$ cat src/rtl/fwd_pkg.sv
// Shared types and constants for the EX-operand forwarding / load-use interlock unit.
// Holds the pipeline tag-slot record and the forwarding-mux select encodings.
package fwd_pkg;

  localparam int REG_AW = 2;
  localparam int CNT_W  = 8;

  localparam logic [1:0] FWD_BASE = 2'b00;
  localparam logic [1:0] FWD_AC   = 2'b01;
  localparam logic [1:0] FWD_MEM  = 2'b10;

  localparam logic [CNT_W-1:0] CNT_MAX = '1;

  typedef struct packed {
    logic              valid;
    logic [REG_AW-1:0] dst;
    logic              wr;
    logic              load;
  } slot_t;

  localparam slot_t SLOT_EMPTY = '{valid: 1'b0, dst: '0, wr: 1'b0, load: 1'b0};

  // A decode-stage read matches a slot only if both sides are live and the slot writes that register.
  function automatic logic slot_hit(input slot_t             s,
                                    input logic              id_valid,
                                    input logic              id_src_used,
                                    input logic [REG_AW-1:0] id_src);
    return id_valid & id_src_used & s.valid & s.wr & (s.dst == id_src);
  endfunction

endpackage

$ cat src/rtl/fwd_slot.sv
// One pipeline tag register (valid/dst/wr/load) with async reset.
// bubble wins over load so a killed instruction never occupies the stage.
module fwd_slot
  import fwd_pkg::*;
(
  input  logic  clk,
  input  logic  rst,
  input  logic  load,
  input  logic  bubble,
  input  slot_t d,
  output slot_t q
);

  // NOTE: sequential state is assigned with <= so every flop samples pre-edge values.
  always_ff @(posedge clk or posedge rst) begin
    if (rst) begin
      q <= SLOT_EMPTY;
    end else if (bubble) begin
      q <= SLOT_EMPTY;
    end else if (load) begin
      q <= d;
    end
  end

endmodule

$ cat src/rtl/fwd_ctrl.sv
// Forwarding and load-use interlock control for a single-operand EX stage.
// Tracks EX/MEM destination tags, stalls one cycle on load-use, and registers the mux select.
module fwd_ctrl
  import fwd_pkg::*;
(
  input  logic              clk,
  input  logic              rst,
  input  logic              id_valid,
  input  logic [REG_AW-1:0] id_src,
  input  logic              id_src_used,
  input  logic [REG_AW-1:0] id_dst,
  input  logic              id_wr,
  input  logic              id_load,
  input  logic              flush,
  output logic [1:0]        fwd_sel,
  output logic              stall,
  output logic [CNT_W-1:0]  stall_cnt
);

  slot_t      id_slot;
  slot_t      ex_q;
  slot_t      mem_q;
  logic       hit_ex;
  logic       hit_mem;
  logic       kill;
  logic [1:0] fwd_next;

  assign id_slot = '{valid: id_valid, dst: id_dst, wr: id_wr, load: id_load};

  assign hit_ex  = slot_hit(ex_q,  id_valid, id_src_used, id_src);
  assign hit_mem = slot_hit(mem_q, id_valid, id_src_used, id_src);

  // A load in EX cannot supply its value until MEM; the dependent op waits one cycle.
  assign stall = hit_ex & ex_q.load & ~flush;
  assign kill  = stall | flush;

  fwd_slot u_ex_slot (
    .clk    (clk),
    .rst    (rst),
    .load   (1'b1),
    .bubble (kill),
    .d      (id_slot),
    .q      (ex_q)
  );

  // MEM always inherits whatever EX held, including an instruction older than a flush.
  fwd_slot u_mem_slot (
    .clk    (clk),
    .rst    (rst),
    .load   (1'b1),
    .bubble (1'b0),
    .d      (ex_q),
    .q      (mem_q)
  );

  // NOTE: default assigned first so every path drives fwd_next and no latch is inferred.
  always_comb begin
    fwd_next = FWD_BASE;
    if (kill) begin
      fwd_next = FWD_BASE;
    end else if (hit_ex && !ex_q.load) begin
      fwd_next = FWD_AC;
    end else if (hit_mem) begin
      fwd_next = FWD_MEM;
    end
  end

  always_ff @(posedge clk or posedge rst) begin
    if (rst) begin
      fwd_sel <= FWD_BASE;
    end else begin
      fwd_sel <= fwd_next;
    end
  end

  always_ff @(posedge clk or posedge rst) begin
    if (rst) begin
      stall_cnt <= '0;
    end else if (stall && (stall_cnt != CNT_MAX)) begin
      stall_cnt <= stall_cnt + 1'b1;
    end
  end

endmodule

$ cat config.mk
export PLATFORM = sky130hd
export DESIGN_NAME = fwd_ctrl
export DESIGN_NICKNAME = d
export VERILOG_FILES = /design/src/rtl/fwd_pkg.sv /design/src/rtl/fwd_slot.sv /design/src/rtl/fwd_ctrl.sv
export SDC_FILE = /design/constraint.sdc
export NUM_CORES = 1
export LEC_CHECK = 0
export CAP_MARGIN = 0
export CELL_PAD_IN_SITES_DETAIL_PLACEMENT = 1
export CELL_PAD_IN_SITES_GLOBAL_PLACEMENT = 2
export CORE_MARGIN = 4
export CORE_UTILIZATION = 34
export DETAILED_ROUTE_END_ITERATION = 12
export PLACE_DENSITY = 0.93
export SYNTH_ARGS = -nofsm -noshare
export SYNTH_HDL_FRONTEND = slang
export SYNTH_HIERARCHICAL = 1
export SYNTH_SLANG_ARGS = --single-unit
$ cat constraint.sdc
create_clock -name clk -period 2.9 [get_ports clk]
set_input_delay 0.725 -clock clk [delete_from_list [all_inputs] [get_ports clk]]
set_output_delay 0.725 -clock clk [all_outputs]
set_load 0.05 [all_outputs]
---- Yosys cells after proc, flatten, opt, wreduce, memory -nomap -nowiden ----
Cells that the tools add are included.
storage, ports and cells
  register bits ........................... 19
  output and inout bits ................... 11
operators by class
  add/sub/neg operators ................... 1
  eq/ne operators ......................... 3
  mux-type cells .......................... 4
  bitwise logic cells ..................... 11
  reductions and logical operators ........ 3
operators with widths
  kind                                                            count
  1-bit bitwise AND                                               9
  8-bit by 1-bit adder with 8-bit output (second input constant)  1
  8-bit inequality test (second input constant)                   1
  2-bit two-way mux                                               3
  5-bit two-way mux                                               1
  2-bit equality test                                             2
  1-bit logical AND                                               2
  1-bit zero test                                                 1
  1-bit inverter                                                  1
  1-bit bitwise OR                                                1

---- Depth between registers and ports, before layout ----
Gate-level depths: netlist of run 1.
  word-level depth ........................ 8
  gate-level depth with buffers ........... 5

---- Cells and area by module ----
The synthesis of run 1 kept the hierarchy.
by module, submodules not included
  module    instances  cells an instance  area each (sq um)
  fwd_ctrl  1          57                 605.6
  fwd_slot  2          17                 209.0

---- Least setup slack after synthesis of run 1 ----
No wires, ideal clock.
  path type ............................... input -> output
  from .................................... in id_src[0]
  to ...................................... out stall
  arrival ................................. 1.798 ns
  slack ................................... 0.377 ns
  stages .................................. 3
  cells stage by stage .................... xnor2_2 -> o2111ai_4 -> nor2_1
between the ends
  word-level cells in the longest chain between the ends .. 4
RTL lines
  element                          RTL line        text
  from (decl)                      fwd_ctrl.sv:9   input logic [REG_AW-1:0] id_src,
  2-bit equality test              fwd_pkg.sv:28   return id_valid & id_src_used & s.valid & s.wr & (s.dst == id_src);
  1-bit bitwise AND                fwd_pkg.sv:28
  1-bit bitwise AND (2 in series)  fwd_ctrl.sv:34  assign stall = hit_ex & ex_q.load & ~flush;
  to (decl)                        fwd_ctrl.sv:16  output logic stall,
No other way between the ends.

---- Worst setup path after layout of run 1 ----
  from .................................... in flush
  to ...................................... out stall
between the ends
  word-level cells in the longest chain between the ends .. 2
RTL lines
  element            RTL line        text
  from (decl)        fwd_ctrl.sv:14  input logic flush,
  1-bit inverter     fwd_ctrl.sv:34
  1-bit bitwise AND  fwd_ctrl.sv:34
No other way between the ends.

==> impl_metrics.toml, run 1 <==
[floorplan]
dieArea_sq_mm = 0.003821
initial_core_util_pct = 35.71
row_count = 19
die_width_microns = 61.82
boundaryPins = 22
core_region_area_sq_mm = 0.002758
die_h_microns = 61.82

[detailed_routing]
drcViolationCount = 0
totalWireLength_microns = 2165
drtAntennaViolNets = 0
vias = 745
post_drt_wl_per_cell_microns = 14.63
avgViaCountPerCell = 5.034
drt_pre_antenna_iters = 4
drt_first_iter_violations = 18

[placement]
port_buffers = 21
place.gp.congestion = 0.7551
dp_hpwl_microns = 1722
preCtsSetupSlack_ns = 0.1580

[min_path]
whs_path_depth = 1
min_from = "u_ex_slot/q[0]"
hp-class = "reg2reg"
min_to = "fwd_sel[0]"

[timing]
setup_violations = 0
fmax_mhz = 366.8
holdWs_ns = 0.5072
min_period_ns = 2.726
final_hold_viol_count = 0
drv_slew = 0
tightestPinTransition_ns = 0.4978
rsz0062_at_grt = "no"
final.setup_skew_ns = 0.001276
timing.final.ws_setup_ns = 0.1738
setup_tns_ns = 0
maxSlewHeadroom_pct = 66.71
post-route-period-util_pct = 94.01

[power_and_ir_drop]
peakVddDrop_mv = 0.2656
powerDensity_mw_per_mm2 = 368.0
p_total_uw = 470.6
p_leak_nw = 0.5949

[setup_path]
critPathKind = "in2out"
rr_worst_depth = 5
cp-end-kind = "primary output"
critPathMaxStageDelay_ns = 0.49
cp_data_required_time_ns = 2.17
crit_chain = "clkdlybuf4s50_1 > nor2b_1 > nand4_4 > nor2_1 > buf_12"
path_delay_family = "buffers and inverters"
cp_slowest_cell = "clkdlybuf4s50_1"
r2r_start = "u_ex_slot/q[2]"
cp-start-kind = "primary input"
crit_fanout = 4
r2r-end = "stall_cnt[1]"
crit_arrival_ns = 2.00
path_buf_inv = 2
r2r_slack_ns = 1.12

[logic_synthesis]
netlist_area_sq_um = 984.7
syn_inst = 88
ys.warnings.count = 6
avgSynthCellArea_sq_um = 11.19

[outcome]
outcome = "complete, no violations"

[cts]
clock_path_buffers = 2
cts.sinks = 19
cts_root_buffer = "clkbuf_4"
cts_tree = "built"
hold_buffers = 0
clk_pin_slew_ns = 0.11
cts_buffers = 3
post_cts_resized = 0
cts_max_level = 1
clk_latency_ns = 0.31
post_cts_buffers = 0

[grt]
grt_max_degree = 12
antenna_found_initial = 0
grt_first_pass_wirelength_microns = 3691
overflow = 0
grt_pass1_vias = 775
grt_usage_pct = 13.70

[finish]
nets = 130
fillers = 317
area.growth.synth_to_final_pct = 29.86
num_antenna_cells = 0
layout-drive-gt1-share_pct = 13.68

[flow_run]
drv_cap = 0
-- cell usage in the layout, fill, tap and decap left out, drive strengths merged, types with 4 or more instances in the layout --
master,instances
clkdlybuf4s50,20
mux2i,9
nand2,4
inv,6
nand4,4
dfrtp,19
conb,6
nor2,12
nor4,6
xor2,4
-- where the power goes --
| group | internal, mW | switching, mW | total (mW) |
|---|---|---|---|
| Sequential | 0.271 | 0.00792 | 0.279 |
| Clock | 0.0516 | 0.0885 | 0.140 |
| Combinational | 0.0259 | 0.0259 | 0.0518 |
| Total | 0.348 | 0.122 | 0.471 |
-- registers in the layout (all words and copies together) (netlist names) --
register      count
stall_cnt         8
u_ex_slot/q       5
u_mem_slot/q      4
fwd_sel           2
-- through the flow --
step	util, %	cell area, sq um	std cells
3_5_place_dp	45.37	1251	144
6_report	46.37	1279	148
3_3_place_gp	45.37	1251	144
2_1_floorplan	-	999.7	92
5_1_grt	46.37	1279	148
4_1_cts	46.37	1279	148
-- worst register-to-register path: cells and delay by family, from the launching register on --
family / cells / cell delay, ns
AOI/OAI and AO/OA: 1 / 0.15
and+or+nand+nor: 1 / 0.29
DFF: 1 / 0.45
buffers and inverters: 1 / 0.19
muxes: 1 / 0.37
xor gates and xnor gates: 1 / 0.24
-- layout make-up --
type                            count  area (sq um)  share of cell area (%)
Timing Repair Buffer               23         235.2                   18.40
Inverter                            6         22.52                   1.761
Sequential cell                    19         475.5                   37.18
Multi-Input combinational cell     65         479.2                   37.48
Clock inverter                      1         5.005                  0.3914
Tap cell                           31         38.79                   3.033
Clock buffer                        3         22.52                   1.761
-- how the worst max path moves through the flow --
| stage | startpoint | to | slack (ns) | cells past startpoint |
|---|---|---|---|---|
| finish | flush | stall | 0.17 | 5 |
| global route | flush | stall | 0.11 | 5 |
| CTS | flush | stall | 0.13 | 5 |
| detailed placement | id_src[0] | stall | 0.16 | 5 |
| global placement | id_src[0] | stall | 0.20 | 5 |
| floorplan | id_src[0] | stall | 0.38 | 3 |
-- metal layers --
layer	GRT usage [%]	wire, microns
met5	0	0
met4	6.364	40
met3	2.893	123
met2	23.77	1127
met1	16.09	874
(Power assumes the default switching activity.)
==> inputs of run 2 (changes only) <==
--- a/config.mk
+++ b/config.mk
@@ -9,9 +9,10 @@
 export CELL_PAD_IN_SITES_DETAIL_PLACEMENT = 1
 export CELL_PAD_IN_SITES_GLOBAL_PLACEMENT = 2
 export CORE_MARGIN = 4
-export CORE_UTILIZATION = 34
+export CORE_UTILIZATION = 41
 export DETAILED_ROUTE_END_ITERATION = 12
-export PLACE_DENSITY = 0.93
+export DONT_BUFFER_PORTS = 1
+export PLACE_DENSITY = 0.9
 export SYNTH_ARGS = -nofsm -noshare
 export SYNTH_HDL_FRONTEND = slang
 export SYNTH_HIERARCHICAL = 1
==> run 2 against run 1 <==
  * Utilization about the same
  * Sequential share of layout area up 8.3 points
  * Sequential power about the same
  * Via count down 12%
  * Worst setup slack better by 0.44 ns
  * Worst hold slack worse by 0.33 ns
  * Flip-flop and latch count unchanged
  * Routed wire length down 5.5%
  * Critical path type is now reg2out
  * Critical endpoint unchanged
  * Largest cell class unchanged
  * Largest power group unchanged
==> impl_metrics.toml, run 2 (same netlist as run 1, synthesis figures left out) <==
[timing]
final.setup_skew_ns = 0.008767
tightestPinTransition_ns = 0.5935
final_hold_viol_count = 0
setup_tns_ns = 0
fmax_mhz = 437.7
min_period_ns = 2.284
rsz0062_at_grt = "no"
drv_slew = 0
setup_violations = 0
maxSlewHeadroom_pct = 60.43
post-route-period-util_pct = 78.77

[finish]
regMostFlops = "stall_cnt"
mostFrequentLayoutCell = "dfrtp_1"
largest_reg_flops = 8
num_antenna_cells = 0
fillers = 278
top_regs = "stall_cnt (8), u_ex_slot/q (5), u_mem_slot/q (4)"
area.growth.synth_to_final_pct = 6.226
nets = 108
final_cell_mix = "dfrtp_1, nor2_1, mux2i_1"
fin_cells = 123
layout-drive-gt1-share_pct = 13.68
fin_util_pct = 46.39

[placement]
dp.cells = 119
place.gp.congestion = 0.7287
port_buffers = 0
dp_hpwl_microns = 1613

[setup_path]
cp_data_required_time_ns = 2.17
r2r-end = "stall_cnt[1]"
cp-start-kind = "register"
r2r_slack_ns = 0.85
cp-end-kind = "primary output"
critPathKind = "reg2out"
rr_worst_depth = 5
crit_fanout = 10
r2r_start = "stall_cnt[0]"
crit_arrival_ns = 1.56

[detailed_routing]
post_drt_wl_per_cell_microns = 16.64
drcViolationCount = 0
drt_first_iter_violations = 7
drtAntennaViolNets = 0
vias = 655
totalWireLength_microns = 2047
avgViaCountPerCell = 5.325
drt_pre_antenna_iters = 4

[min_path]
hp-class = "in2async"

[cts]
clock_path_buffers = 2
clk_pin_slew_ns = 0.11
cts_tree = "built"
clk_latency_ns = 0.30
cts_root_buffer = "clkbuf_4"
post_cts_resized = 0
cts_max_level = 1
post_cts_buffers = 0
cts.sinks = 19
cts_buffers = 3
hold_buffers = 0

[grt]
overflow = 0
grt_pass1_vias = 783
grt_max_degree = 11
antenna_found_initial = 0
grt_first_pass_wirelength_microns = 3560
grt_usage_pct = 14.15

[outcome]
outcome = "complete, no violations"

[floorplan]
boundaryPins = 22
dieArea_sq_mm = 0.003250
row_count = 17
die_h_microns = 57.01
core_region_area_sq_mm = 0.002255
die_width_microns = 57.01
initial_core_util_pct = 43.67

[flow_run]
drv_cap = 0

[power_and_ir_drop]
peakVddDrop_mv = 0.1901
p_leak_nw = 0.5071
powerDensity_mw_per_mm2 = 429.1
-- run 2: routing by layer --
metal  track usage, %  up-vias  share of wire, %
met2            24.63       17                52
li1                 -      315                 -
met1            15.28      319                40
met5                0        -                 0
met4            7.616        0               1.3
met3            4.299        4               6.7
-- run 2: worst max path at each step --
stage              startpoint     to  cells past startpoint
3_3_place_gp        id_src[0]  stall                      4
3_5_place_dp        id_src[0]  stall                      4
4_1_cts        u_ex_slot/q[2]  stall                      4
5_1_grt        u_ex_slot/q[2]  stall                      4
6_report       u_ex_slot/q[2]  stall                      4
2_1_floorplan       id_src[0]  stall                      3
-- run 2: power breakdown --
| part | internal [mW] | switching [mW] |
|---|---|---|
| clock | 0.0536 | 0.0828 |
| combinational | 0.0134 | 0.0196 |
| sequential | 0.271 | 0.00875 |
| total | 0.338 | 0.111 |
-- run 2: final cells by class --
type                    instances  area (sq um)  area share, %
multi-input cells              65         479.2          45.81
well taps                      28         35.03          3.349
flip-flops and latches         19         475.5          45.45
inverters                       6         22.52          2.153
clock buffers                   4         26.28          2.512
repair buffers                  1         7.507         0.7177
-- run 2: through the flow --
stage | cell area (sq um) | setup slack [ns] | power [mW] | hold slack (ns)
floorplan | 999.7 | 0.3767 | 0.3134 | 0.4463
global placement | 1020 | 0.6957 | 0.3156 | 0.4871
detailed placement | 1020 | 0.6710 | 0.3180 | 0.4901
CTS | 1046 | 0.5883 | 0.4553 | 0.1736
global route | 1046 | 0.5012 | 0.4718 | 0.1688
finish | 1046 | 0.6155 | 0.4488 | 0.1730
-- run 2: worst max-delay path, cell delays in order, from the launching register on --
cell	delay, ns
dfrtp_1	0.44
xnor2_2	0.21
o2111ai_4	0.24
nor2_1	0.16
buf_4	0.21
==> inputs of run 3 (changes only) <==
--- a/config.mk
+++ b/config.mk
@@ -9,10 +9,10 @@
 export CELL_PAD_IN_SITES_DETAIL_PLACEMENT = 1
 export CELL_PAD_IN_SITES_GLOBAL_PLACEMENT = 2
 export CORE_MARGIN = 4
-export CORE_UTILIZATION = 41
+export CORE_UTILIZATION = 35
 export DETAILED_ROUTE_END_ITERATION = 12
 export DONT_BUFFER_PORTS = 1
-export PLACE_DENSITY = 0.9
+export PLACE_DENSITY = 0.82
 export SYNTH_ARGS = -nofsm -noshare
 export SYNTH_HDL_FRONTEND = slang
 export SYNTH_HIERARCHICAL = 1
==> constraint.sdc (replaced) <==
create_clock -name clk -period 1.97 [get_ports clk]
set_input_delay 0.4925 -clock clk [delete_from_list [all_inputs] [get_ports clk]]
set_output_delay 0.4925 -clock clk [all_outputs]
set_load 0.05 [all_outputs]
==> run 3 against run 2 <==
  * Cell count is 11% higher
  * Total power is 49% higher
  * Worst hold slack worse by 0.13 ns
  * Clock power is 47% higher
  * Via count is 10% higher
==> impl_metrics.toml, run 3 (same netlist as run 1, synthesis figures left out) <==
[grt]
grt_usage_pct = 14.50
antenna_found_initial = 0
grt_max_degree = 11
overflow = 0
grt_pass1_vias = 778
grt_first_pass_wirelength_microns = 3767

[placement]
place.gp.congestion = 0.7624
post_dp_cell_area_sq_mm = 0.001097
dp_hpwl_microns = 1750
port_buffers = 0

[setup_path]
r2r_slack_ns = 0.14
cp-start-kind = "register"
r2r-end = "stall_cnt[6]"
cp_data_required_time_ns = 1.48
cp-end-kind = "primary output"
rr_worst_depth = 5
critPathKind = "reg2out"
crit_end = "stall"
r2r_start = "u_ex_slot/q[2]"
crit_fanout = 3
crit_arrival_ns = 1.44
startpoint = "u_ex_slot/q[2]"

[floorplan]
dieArea_sq_mm = 0.003726
core_region_area_sq_mm = 0.002590
die_width_microns = 61.04
boundaryPins = 22
row_count = 18
die_h_microns = 61.04
initial_core_util_pct = 38.02

[cts]
cts_buffers = 3
cts_tree = "built"
cts_root_buffer = "clkbuf_4"
cts_max_level = 1
clk_pin_slew_ns = 0.11
clock_path_buffers = 2
clk_latency_ns = 0.30
cts.sinks = 19

[timing]
setup_violations = 0
post-route-period-util_pct = 98.03
final.setup_skew_ns = 0.009082
setup_tns_ns = 0
rsz0062_at_grt = "yes"
fmax_mhz = 517.8
drv_slew = 0
final_hold_viol_count = 0
min_period_ns = 1.931
holdWs_ns = 0.04523

[finish]
regMostFlops = "stall_cnt"
layout-drive-gt1-share_pct = 26.17
largest_reg_flops = 8
num_antenna_cells = 0
post-route-cell-area_sq_mm = 0.001172
mostFrequentLayoutCell = "dfrtp_1"
nets = 120
fin_util_pct = 45.27
final_cell_mix = "dfrtp_1, nor2_1, buf_4"
top_regs = "stall_cnt (8), u_ex_slot/q (5), u_mem_slot/q (4)"
area.growth.synth_to_final_pct = 19.06

[min_path]
hp-class = "in2async"

[detailed_routing]
drt_first_iter_violations = 31
totalWireLength_microns = 2329
drcViolationCount = 0
drtAntennaViolNets = 0
post_drt_wl_per_cell_microns = 17.00
avgViaCountPerCell = 5.270
drt_pre_antenna_iters = 6
vias = 722

[flow_run]
drv_cap = 0

[power_and_ir_drop]
peakVddDrop_mv = 0.3254
p_leak_nw = 0.5754
powerDensity_mw_per_mm2 = 571.8

[outcome]
outcome = "complete, no violations"
==> run 3: layout make-up <==
type | instances | area [sq um]
multi-input combinational | 65 | 496.7
fill | 293 | 1418
timing repair buffer | 13 | 112.6
clock buffer | 4 | 26.28
sequential | 19 | 476.7
inverter | 6 | 22.52
tap | 30 | 37.54
==> run 3: per-stage QoR <==
stage	setup WS [ns]	power, mW	std cells
2_1_floorplan	0.1279	0.4615	92
3_3_place_gp	0.2221	0.4648	129
3_5_place_dp	0.1792	0.4684	129
4_1_cts	0.0001080	0.6695	135
5_1_grt	-0.04111	0.7092	137
6_report	0.03882	0.6704	137
==> run 3: worst min-delay path by stage <==
stage,slack (ns),depth (start not counted),to,start
finish,0.05,1,fwd_sel[0],rst
global route,0.06,1,fwd_sel[0],rst
CTS,0.06,1,fwd_sel[0],rst
detailed placement,0.28,1,u_mem_slot/q[1],rst
global placement,0.27,1,u_mem_slot/q[1],rst
floorplan,0.26,1,u_mem_slot/q[1],rst
==> run 3: what timing repair did <==
item                                    4_1_cts  5_1_grt
buffers inserted                              1        2
endpoints found under the setup margin        1        1
endpoints found under the hold margin         9        0
gates resized for setup                       1        3
pin swaps                                     2        3
hold buffers                                  1        0
==> run 3: layer usage <==
layer,GRT usage [%],routed length (microns)
met5,0,0
met4,8.050,27
met3,4.193,91
met2,23.11,1222
met1,17.54,987
==> run 3: critical path, cell delays in order, from the launching register on <==
cell and delay [ns]:
dfrtp_1 0.44, xnor2_2 0.24, o2111ai_4 0.19, nor2_4 0.15, buf_12 0.14
==> run 3: where the power goes <==
part | internal, mW | total, mW | switching, mW
combinational | 0.0264 | 0.0603 | 0.0339
clock | 0.0788 | 0.200 | 0.121
sequential | 0.399 | 0.410 | 0.0114
